[config.mk]
export PLATFORM = sky130hd
export DESIGN_NAME = ps2_kbd_rx
export DESIGN_NICKNAME = d
export VERILOG_FILES = /design/src/rtl/ps2_kbd_rx.sv
export SDC_FILE = /design/constraint.sdc
export NUM_CORES = 1
export LEC_CHECK = 0
export BUFFER_PORTS_ARGS = -buffer_cell sky130_fd_sc_hd__buf_2
export CELL_PAD_IN_SITES_DETAIL_PLACEMENT = 0
export CELL_PAD_IN_SITES_GLOBAL_PLACEMENT = 1
export CORE_MARGIN = 2
export CORE_UTILIZATION = 45
export DETAILED_ROUTE_END_ITERATION = 10
export PLACE_DENSITY_LB_ADDON = 0.3
export RECOVER_POWER = 100
export SYNTH_ARGS = -nofsm -noshare
export SYNTH_HDL_FRONTEND = slang
export SYNTH_SLANG_ARGS = --single-unit
export TNS_END_PERCENT = 100
[constraint.sdc]
create_clock -name clk_sys -period 2.6 [get_ports clk_sys]
set_input_delay 0.13 -clock clk_sys [delete_from_list [all_inputs] [get_ports clk_sys]]
set_output_delay 0.13 -clock clk_sys [all_outputs]
set_load 0.1 [all_outputs]
[src/rtl/ps2_kbd_rx.sv]
// rtl/ps2_kbd_rx.sv - PS/2 keyboard frame receiver with prefix folding and event FIFO
//
// Deserialises 11-bit PS/2 frames (start, 8 data LSB first, odd parity, stop),
// folds E0 (extended) and F0 (release) prefixes into flags and queues key
// events in a first-word-fallthrough FIFO.
//
// Ports:
//   clk_sys      in   system clock, the only clock
//   reset_n      in   synchronous active-low reset
//   ps2_clk      in   PS/2 clock (asynchronous, synchronised here)
//   ps2_data     in   PS/2 data (asynchronous, synchronised here)
//   key_valid    out  FIFO non-empty, head event presented
//   key_ready    in   consumer accepts the head event
//   key_code     out  scancode of head event
//   key_ext      out  head event was preceded by E0
//   key_release  out  head event was preceded by F0
//   frame_err    out  one-cycle pulse on parity, stop or timeout error
//   overflow     out  one-cycle pulse when an event is dropped (FIFO full)

module ps2_kbd_rx #(
  parameter int TIMEOUT   = 8000,
  parameter int FIFO_BITS = 3
) (
  input  logic       clk_sys,
  input  logic       reset_n,
  input  logic       ps2_clk,
  input  logic       ps2_data,
  output logic       key_valid,
  input  logic       key_ready,
  output logic [7:0] key_code,
  output logic       key_ext,
  output logic       key_release,
  output logic       frame_err,
  output logic       overflow
);

  localparam int DEPTH = 1 << FIFO_BITS;
  localparam int TW    = $clog2(TIMEOUT + 1);
  localparam logic [TW-1:0]      TMO_MAX = TW'(TIMEOUT);
  localparam logic [TW-1:0]      TMO_ONE = TW'(1);
  localparam logic [FIFO_BITS:0] PTR_ONE = {{FIFO_BITS{1'b0}}, 1'b1};
  localparam logic [7:0] CODE_EXT = 8'hE0;
  localparam logic [7:0] CODE_REL = 8'hF0;

  typedef enum logic [1:0] {
    ST_IDLE,
    ST_DATA,
    ST_PARITY,
    ST_STOP
  } state_e;

  // ---------------------------------------------------------------------------
  // Input synchronisers; third clock stage is the edge-detect register.
  // ---------------------------------------------------------------------------
  logic pclk_s1_q, pclk_s2_q, pclk_s3_q;
  logic pdat_s1_q, pdat_s2_q;
  logic fall;

  always_ff @(posedge clk_sys) begin
    if (!reset_n) begin
      pclk_s1_q <= 1'b1;
      pclk_s2_q <= 1'b1;
      pclk_s3_q <= 1'b1;
      pdat_s1_q <= 1'b1;
      pdat_s2_q <= 1'b1;
    end else begin
      pclk_s1_q <= ps2_clk;
      pclk_s2_q <= pclk_s1_q;
      pclk_s3_q <= pclk_s2_q;
      pdat_s1_q <= ps2_data;
      pdat_s2_q <= pdat_s1_q;
    end
  end

  assign fall = pclk_s3_q & ~pclk_s2_q;

  // ---------------------------------------------------------------------------
  // Frame FSM, timeout, prefix flags and FIFO state
  // ---------------------------------------------------------------------------
  state_e         state_q, state_d;
  logic [2:0]     bitcnt_q, bitcnt_d;
  logic [7:0]     sr_q, sr_d;
  logic           par_q, par_d;
  logic [TW-1:0]  tmo_q, tmo_d;
  logic           byte_stb_q, byte_stb_d;
  logic [7:0]     byte_q, byte_d;
  logic           frame_err_q, frame_err_d;
  logic           ext_q, ext_d;
  logic           rel_q, rel_d;

  logic [FIFO_BITS:0] wr_ptr_q, wr_ptr_d;
  logic [FIFO_BITS:0] rd_ptr_q, rd_ptr_d;
  logic [9:0]         mem_q [DEPTH];

  logic err_clear;
  logic push;
  logic pop;
  logic wr_en;
  logic fifo_empty;
  logic fifo_full;
  logic [9:0] head;

  always_ff @(posedge clk_sys) begin
    if (!reset_n) begin
      state_q     <= ST_IDLE;
      bitcnt_q    <= 3'd0;
      sr_q        <= 8'd0;
      par_q       <= 1'b0;
      tmo_q       <= '0;
      byte_stb_q  <= 1'b0;
      byte_q      <= 8'd0;
      frame_err_q <= 1'b0;
      ext_q       <= 1'b0;
      rel_q       <= 1'b0;
      wr_ptr_q    <= '0;
      rd_ptr_q    <= '0;
    end else begin
      state_q     <= state_d;
      bitcnt_q    <= bitcnt_d;
      sr_q        <= sr_d;
      par_q       <= par_d;
      tmo_q       <= tmo_d;
      byte_stb_q  <= byte_stb_d;
      byte_q      <= byte_d;
      frame_err_q <= frame_err_d;
      ext_q       <= ext_d;
      rel_q       <= rel_d;
      wr_ptr_q    <= wr_ptr_d;
      rd_ptr_q    <= rd_ptr_d;
    end
  end

  // Event storage is cleared on reset so the head fields read as zero.
  always_ff @(posedge clk_sys) begin
    if (!reset_n) begin
      for (int i = 0; i < DEPTH; i++) begin
        mem_q[i] <= 10'd0;
      end
    end else if (wr_en) begin
      mem_q[wr_ptr_q[FIFO_BITS-1:0]] <= {ext_q, rel_q, byte_q};
    end
  end

  // Frame FSM next state
  always_comb begin
    state_d     = state_q;
    bitcnt_d    = bitcnt_q;
    sr_d        = sr_q;
    par_d       = par_q;
    tmo_d       = tmo_q;
    byte_stb_d  = 1'b0;
    byte_d      = byte_q;
    frame_err_d = 1'b0;
    err_clear   = 1'b0;

    if (fall) begin
      tmo_d = '0;
      case (state_q)
        ST_IDLE: begin
          // A high bit in IDLE is not a start bit; ignore it.
          if (!pdat_s2_q) begin
            state_d  = ST_DATA;
            bitcnt_d = 3'd0;
          end
        end
        ST_DATA: begin
          sr_d     = {pdat_s2_q, sr_q[7:1]};
          bitcnt_d = bitcnt_q + 3'd1;
          if (bitcnt_q == 3'd7) begin
            state_d = ST_PARITY;
          end
        end
        ST_PARITY: begin
          par_d   = pdat_s2_q;
          state_d = ST_STOP;
        end
        ST_STOP: begin
          state_d = ST_IDLE;
          if (pdat_s2_q && ((^sr_q) ^ par_q)) begin
            byte_stb_d = 1'b1;
            byte_d     = sr_q;
          end else begin
            frame_err_d = 1'b1;
            err_clear   = 1'b1;
          end
        end
        default: state_d = ST_IDLE;
      endcase
    end else if (state_q == ST_IDLE) begin
      tmo_d = '0;
    end else if (tmo_q == TMO_MAX) begin
      // Bus went quiet mid-frame: abandon it.
      state_d     = ST_IDLE;
      bitcnt_d    = 3'd0;
      tmo_d       = '0;
      frame_err_d = 1'b1;
      err_clear   = 1'b1;
    end else begin
      tmo_d = tmo_q + TMO_ONE;
    end
  end

  // Prefix decoder and FIFO control
  always_comb begin
    ext_d = ext_q;
    rel_d = rel_q;
    push  = 1'b0;

    if (byte_stb_q) begin
      if (byte_q == CODE_EXT) begin
        ext_d = 1'b1;
      end else if (byte_q == CODE_REL) begin
        rel_d = 1'b1;
      end else begin
        push  = 1'b1;
        ext_d = 1'b0;
        rel_d = 1'b0;
      end
    end

    if (err_clear) begin
      ext_d = 1'b0;
      rel_d = 1'b0;
    end
  end

  assign fifo_empty = (wr_ptr_q == rd_ptr_q);
  assign fifo_full  = (wr_ptr_q[FIFO_BITS] != rd_ptr_q[FIFO_BITS]) &&
                      (wr_ptr_q[FIFO_BITS-1:0] == rd_ptr_q[FIFO_BITS-1:0]);
  assign pop        = ~fifo_empty & key_ready;
  // A full FIFO still accepts a write when the head leaves on the same cycle.
  assign wr_en      = push & (~fifo_full | pop);

  always_comb begin
    wr_ptr_d = wr_ptr_q;
    rd_ptr_d = rd_ptr_q;
    if (wr_en) begin
      wr_ptr_d = wr_ptr_q + PTR_ONE;
    end
    if (pop) begin
      rd_ptr_d = rd_ptr_q + PTR_ONE;
    end
  end

  assign head        = mem_q[rd_ptr_q[FIFO_BITS-1:0]];
  assign key_valid   = ~fifo_empty;
  assign key_code    = head[7:0];
  assign key_release = head[8];
  assign key_ext     = head[9];
  assign frame_err   = frame_err_q;
  assign overflow    = push & fifo_full & ~pop;

endmodule
==> metrics, run 1 <==
period utilization=0.945; final net count=539; Post-Synth Simple-Gate Area=0.166; largest family of logic cells by synthesized area=simple AND/OR/NAND/NOR gates; CP Max Fanout=20; Yosys reg bits=135; Post-synth EDFFs=80; GPL Wtd Cong=0.807; Finished Core Util=0.518; area share of fa/ha/maj cells after synthesis=0.0210; GR Overflow Total=0; largest stage delay on the critical path=0.61 ns; via count=3,703; Comb power frac=0.028; multi-input logic area=2240 um^2; internal power=3770 uW; DRC errors left=0; chip height=119 um; starting density of the core=0.456; xor/xnor share of the synthesized area=0.0375; CP Data Required Time=2.47 ns; sequential power share=0.478; critical path arrival=2.33 ns; Final setup violation count=0; Clock power frac=0.494; unique cell type count in the Yosys netlist=44; Slowest-stage cell, CP=mux4_2; I/O Buffers=17; Clock transition at path regs=0.05 ns; worst min path class=in2reg; Area after DPL=6240 um^2; Avg WL per Cell=17.5 um; worst-margin pin slew=1.16 ns; vias per inst=5.19; synthesized instance count=496; Hold-fix buffers, CTS=2; total wire length=12,400 um; CP cell instances=clkbuf_4 -> mux4_2 -> mux2_2 -> buf_2; final hold viol count=0; Max Cap Viol=0; fin crit period=2.46 ns; number of global-route vias before repair=3,725; mean post-synth cell area=12.0 um^2; sw power=1090 uW; post-route setup TNS=0 ns; CP Class=reg2out; share of cells above drive strength 1=0.173; Top FF cell, synth=edfxtp_1; die width=119 um; Clock Root Buffer=clkbuf_16; first-pass GRT wire length=20,200 um; total track usage=0.191; Antenna Nets Post-Route=0; VDD IR-drop max=0.000404 V; DR iter-0 viols=295; clock sinks=135; RSZ-0062 raised after global routing=no; Yosys top cell by area=edfxtp_1; Die Area=14,200 um^2; Cell Area, Synth=5970 um^2; Static Leakage=0.00241 uW; # IOs=18; depth of the CTS H-tree=4; Fmax achieved=0.407 GHz; post-route cell area=6780 um^2; Slew Limit Fails=0; CORE AREA=13,100 um^2; HPWL after DPL=8660 um; CTS tree=done; postcts setup bufs=0; ys async rst share=0; Crit. End Element=primary output; post_cts resized=0; compound-gate portion of the synthesized area=0.0461; leading post-synthesis cells by cell area=edfxtp_1, dfxtp_1, mux4_2; Synthesized Nets=511; post-synth top area share=0.402; Storage cell area=3500 um^2; fillers=1,159; Area growth syn-to-layout=13.6%; mux contribution to synthesized area=0.109; maximum buffer depth of the clock tree=2; pwr dens=715 nW/um^2; top-count cell post-synth=nor2_1; status=finished clean; CTS Buf Count=17; Clk Latency, worst-skew pair=0.43 ns; Warnings, synthesis=0; initial antenna violation count=0; sequential share of the synthesized area=0.587; largest net degree at the start of global routing=36; Slew headroom=0.231; DRT Pass-1 Iters=4; startpoint types=flop; Net Sw Frac=0.224; # diodes=0; Commonest cells post-synth=nor2_1, edfxtp_1, dfxtp_1, nand2_1, mux4_2; Clock Skews=0.00749 ns; row cnt=42
-- metrics by stage --
step	setup WS (ns)	instances	power, uW	hold slack, ns
final	0.144	713	4850	0.0259
after detailed placement	0.326	679	2500	0.316
after floorplan	0.166	496	2460	0.231
after CTS	0.158	713	4880	0.0150
after global routing	0.0149	713	4980	0.0542
after global placement	0.388	679	2500	0.310
-- final cells by class --
| class | count | share of cell area |
|---|---|---|
| Clock buffer | 17 | 0.0627 |
| Clock inverter | 15 | 0.0245 |
| Inverter | 10 | 0.00627 |
| Multi-Input combinational cell | 325 | 0.330 |
| Sequential cell | 135 | 0.516 |
| Tap cell | 176 | 0.0325 |
| Timing Repair Buffer | 35 | 0.0278 |
-- final timing paths --
kind	to	slack [ns]	cells after the start	startpoint
worst max-delay path	key_code[4]	0.14	4	flop
worst min-delay path	rd_ptr_q[1]	0.03	3	key_ready
worst max register to register	mem_q[1][8]	0.30	5	byte_q[7]
worst min register to register	pclk_s2_q	0.41	1	pclk_s1_q
-- worst max-delay path, delay by kind of cell, from the launching register on --
family	cells	cell delay, ns
multiplexers	2	0.90
flip-flops	1	0.30
buffers and inverters	2	0.69
-- layer usage --
metal / share of wire / GRT usage / vias up
li1: - / - / 1817
met1: 0.45 / 0.245 / 1791
met2: 0.48 / 0.307 / 72
met3: 0.043 / 0.0465 / 23
met4: 0.025 / 0.0841 / 0
met5: 0 / 0 / -
-- cell usage in the layout, fill, tap and decap left out, types with 12 or more instances in the layout --
cell,synthesis,routed
a21oi_1,19,20
and3_1,12,12
buf_2,8,15
clkbuf_16,0,17
dfxtp_1,55,55
edfxtp_1,80,80
mux4_2,20,20
nand2_1,55,55
nand3_1,17,17
nor2_1,84,84
xor2_1,15,15
-- sequential cells by signal, summed over array words and instances (netlist names), 2 cells and up, named ones only --
signal / flops
state_q: 2
byte_q: 8
sr_q: 8
wr_ptr_q: 4
rd_ptr_q: 4
bitcnt_q: 3
tmo_q: 13
mem_q: 80
-- logic make-up after synthesis --
family / Yosys count
adder cells (fa/ha/maj): 10
buffers and inverters: 36
AO/OA/AOI/OAI: 37
multiplexers: 39
XOR/XNOR: 24
AND/OR/NAND/NOR: 215
flip-flops: 135
-- power groups by stage --
stage               Sequential, uW  Clock (uW)  Combinational, uW
floorplan                     2360           0                109
global placement              2360           0                134
detailed placement            2370           0                137
CTS                           2320        2420                140
global route                  2320        2510                144
finish                        2320        2400                135
Power figures use the tool's default switching activity.
==> inputs of run 2 (changes only) <==
--- a/config.mk
+++ b/config.mk
@@ -10,9 +10,10 @@
 export CELL_PAD_IN_SITES_GLOBAL_PLACEMENT = 1
 export CORE_MARGIN = 2
 export CORE_UTILIZATION = 45
+export CTS_CLUSTER_DIAMETER = 80
 export DETAILED_ROUTE_END_ITERATION = 10
 export PLACE_DENSITY_LB_ADDON = 0.3
-export RECOVER_POWER = 100
+export RECOVER_POWER = 50
 export SYNTH_ARGS = -nofsm -noshare
 export SYNTH_HDL_FRONTEND = slang
 export SYNTH_SLANG_ARGS = --single-unit
==> metrics, run 2 (synthesis results as in run 1) <==
status=finished clean; Area after DPL=6240 um^2; Slowest-stage cell, CP=mux4_2; Clock transition at path regs=0.05 ns; Clk Latency, worst-skew pair=0.43 ns; via count=3,721; initial antenna violation count=0; depth of the CTS H-tree=4; most common cell after layout, fill and taps aside=nor2_1; worst hold path depth=3; most frequent cells in the layout=nor2_1, edfxtp_1, nand2_1, dfxtp_1, mux4_2; GR Overflow Total=0; Clock Skews=0.00810 ns; post-route cell area=6810 um^2; die width=119 um; RR Endpoint=mem_q[1][7]; total wire length=12,400 um; startpoint types=flop; Crit. End Element=primary output; Biggest register=mem_q; Fmax achieved=0.416 GHz; share of cells above drive strength 1=0.179; worst-margin pin slew=1.16 ns; CORE AREA=13,100 um^2; number of global-route vias before repair=3,725; CTS Buf Count=17; largest net degree at the start of global routing=36; flop2flop setup slack=0.32 ns; Hold EP=rd_ptr_q[1]; period utilization=0.924; Clock Root Buffer=clkbuf_16; R2R depth=5; chip height=119 um; HPWL after DPL=8660 um; Avg WL per Cell=17.4 um; # diodes=0; clock sinks=135; CTS tree=done; I/O Buffers=17; row cnt=42; worst min path class=in2reg; worst flop-to-flop path startpoint=byte_q[7]; vias per inst=5.22; Die Area=14,200 um^2; # IOs=18; CP Data Required Time=2.47 ns; hold path startpoint=key_ready; CP Class=reg2out; maximum buffer depth of the clock tree=2; final hold viol count=0; Final setup violation count=0; CP top delay family=multiplexers; largest stage delay on the critical path=0.61 ns; Antenna Nets Post-Route=0; max reg flops=80; GPL Wtd Cong=0.807; DRC errors left=0; Static Leakage=0.00242 uW; VDD IR-drop max=0.000403 V; fin crit period=2.40 ns; postcts setup bufs=0; Slew headroom=0.231; critical path arrival=2.27 ns; RSZ-0062 raised after global routing=no; DR iter-0 viols=280; CP Max Fanout=20; DRT Pass-1 Iters=5; Area growth syn-to-layout=14.1%; starting density of the core=0.456; first-pass GRT wire length=20,200 um; post-route setup TNS=0 ns; Max Cap Viol=0; Slew Limit Fails=0; total track usage=0.191; final net count=539; Buf/Inv on CP=2; largest registers=mem_q: 80 flops, tmo_q: 13 flops; CP cell instances=buf_4 -> mux4_2 -> mux2_2 -> buf_2; pwr dens=712 nW/um^2
run 2: cell types whose count changed in the layout (fill, tap and decap cells not counted), moves of 2 or more:
cell,before,now
and2_0,5,0
and2_1,7,12
buf_4,5,7
clkbuf_2,3,1
run 2: report_power, final:
part	switching, uW	total (uW)	leakage, uW	internal [uW]
Combinational	103	137	0.000879	34.0
Sequential	16.2	2320	0.00127	2300
Clock	967	2400	0.000270	1430
run 2: timing repair:
action                    CTS  global route
gates resized for setup     0             0
hold buffers                2             0
hold endpoints to repair    2             0
run 2: stage by stage:
step	utilization	total power [uW]	cells	setup WS (ns)	hold slack, ns
4_1_cts	0.523	4880	713	0.158	0.0150
2_1_floorplan	-	2460	496	0.166	0.231
3_5_place_dp	0.477	2500	679	0.326	0.316
6_report	0.521	4850	713	0.197	0.0262
3_3_place_gp	0.477	2500	679	0.388	0.310
5_1_grt	0.521	4980	713	0.0149	0.0542
run 2: area by class of cell:
class	count	area, um^2
Multi-Input combinational cell	325	2260
Tap cell	176	220
Timing Repair Buffer	35	191
Sequential cell	135	3500
Fill cell	1151	6270
Inverter	10	42.5
Clock buffer	17	425
Clock inverter	15	166
run 2: worst max-delay path by stage:
stage	from	endpoint	slack, ns	depth (start not counted)
global placement	byte_q[7]	mem_q[1][3]	0.39	5
finish	flop	key_code[4]	0.20	4
floorplan	wr_ptr_q[1]	overflow	0.17	4
CTS	flop	key_code[4]	0.16	4
global route	wr_ptr_q[1]	overflow	0.01	6
detailed placement	byte_q[7]	mem_q[1][9]	0.33	5
run 2: worst reg2reg max path, cell delays in order, from the launching register on:
cell and delay [ns]:
dfxtp_1 0.37, or3b_2 0.49, o41ai_4 0.29, a21oi_2 0.14, and3_1 0.30, nand2b_1 0.37
run 2: per-layer routing:
metal	vias up	routed length [um]	GRT usage
li1	1814	-	-
met4	0	295	0.0841
met5	-	0	0
met3	22	538	0.0465
met2	76	6050	0.307
met1	1809	5550	0.245
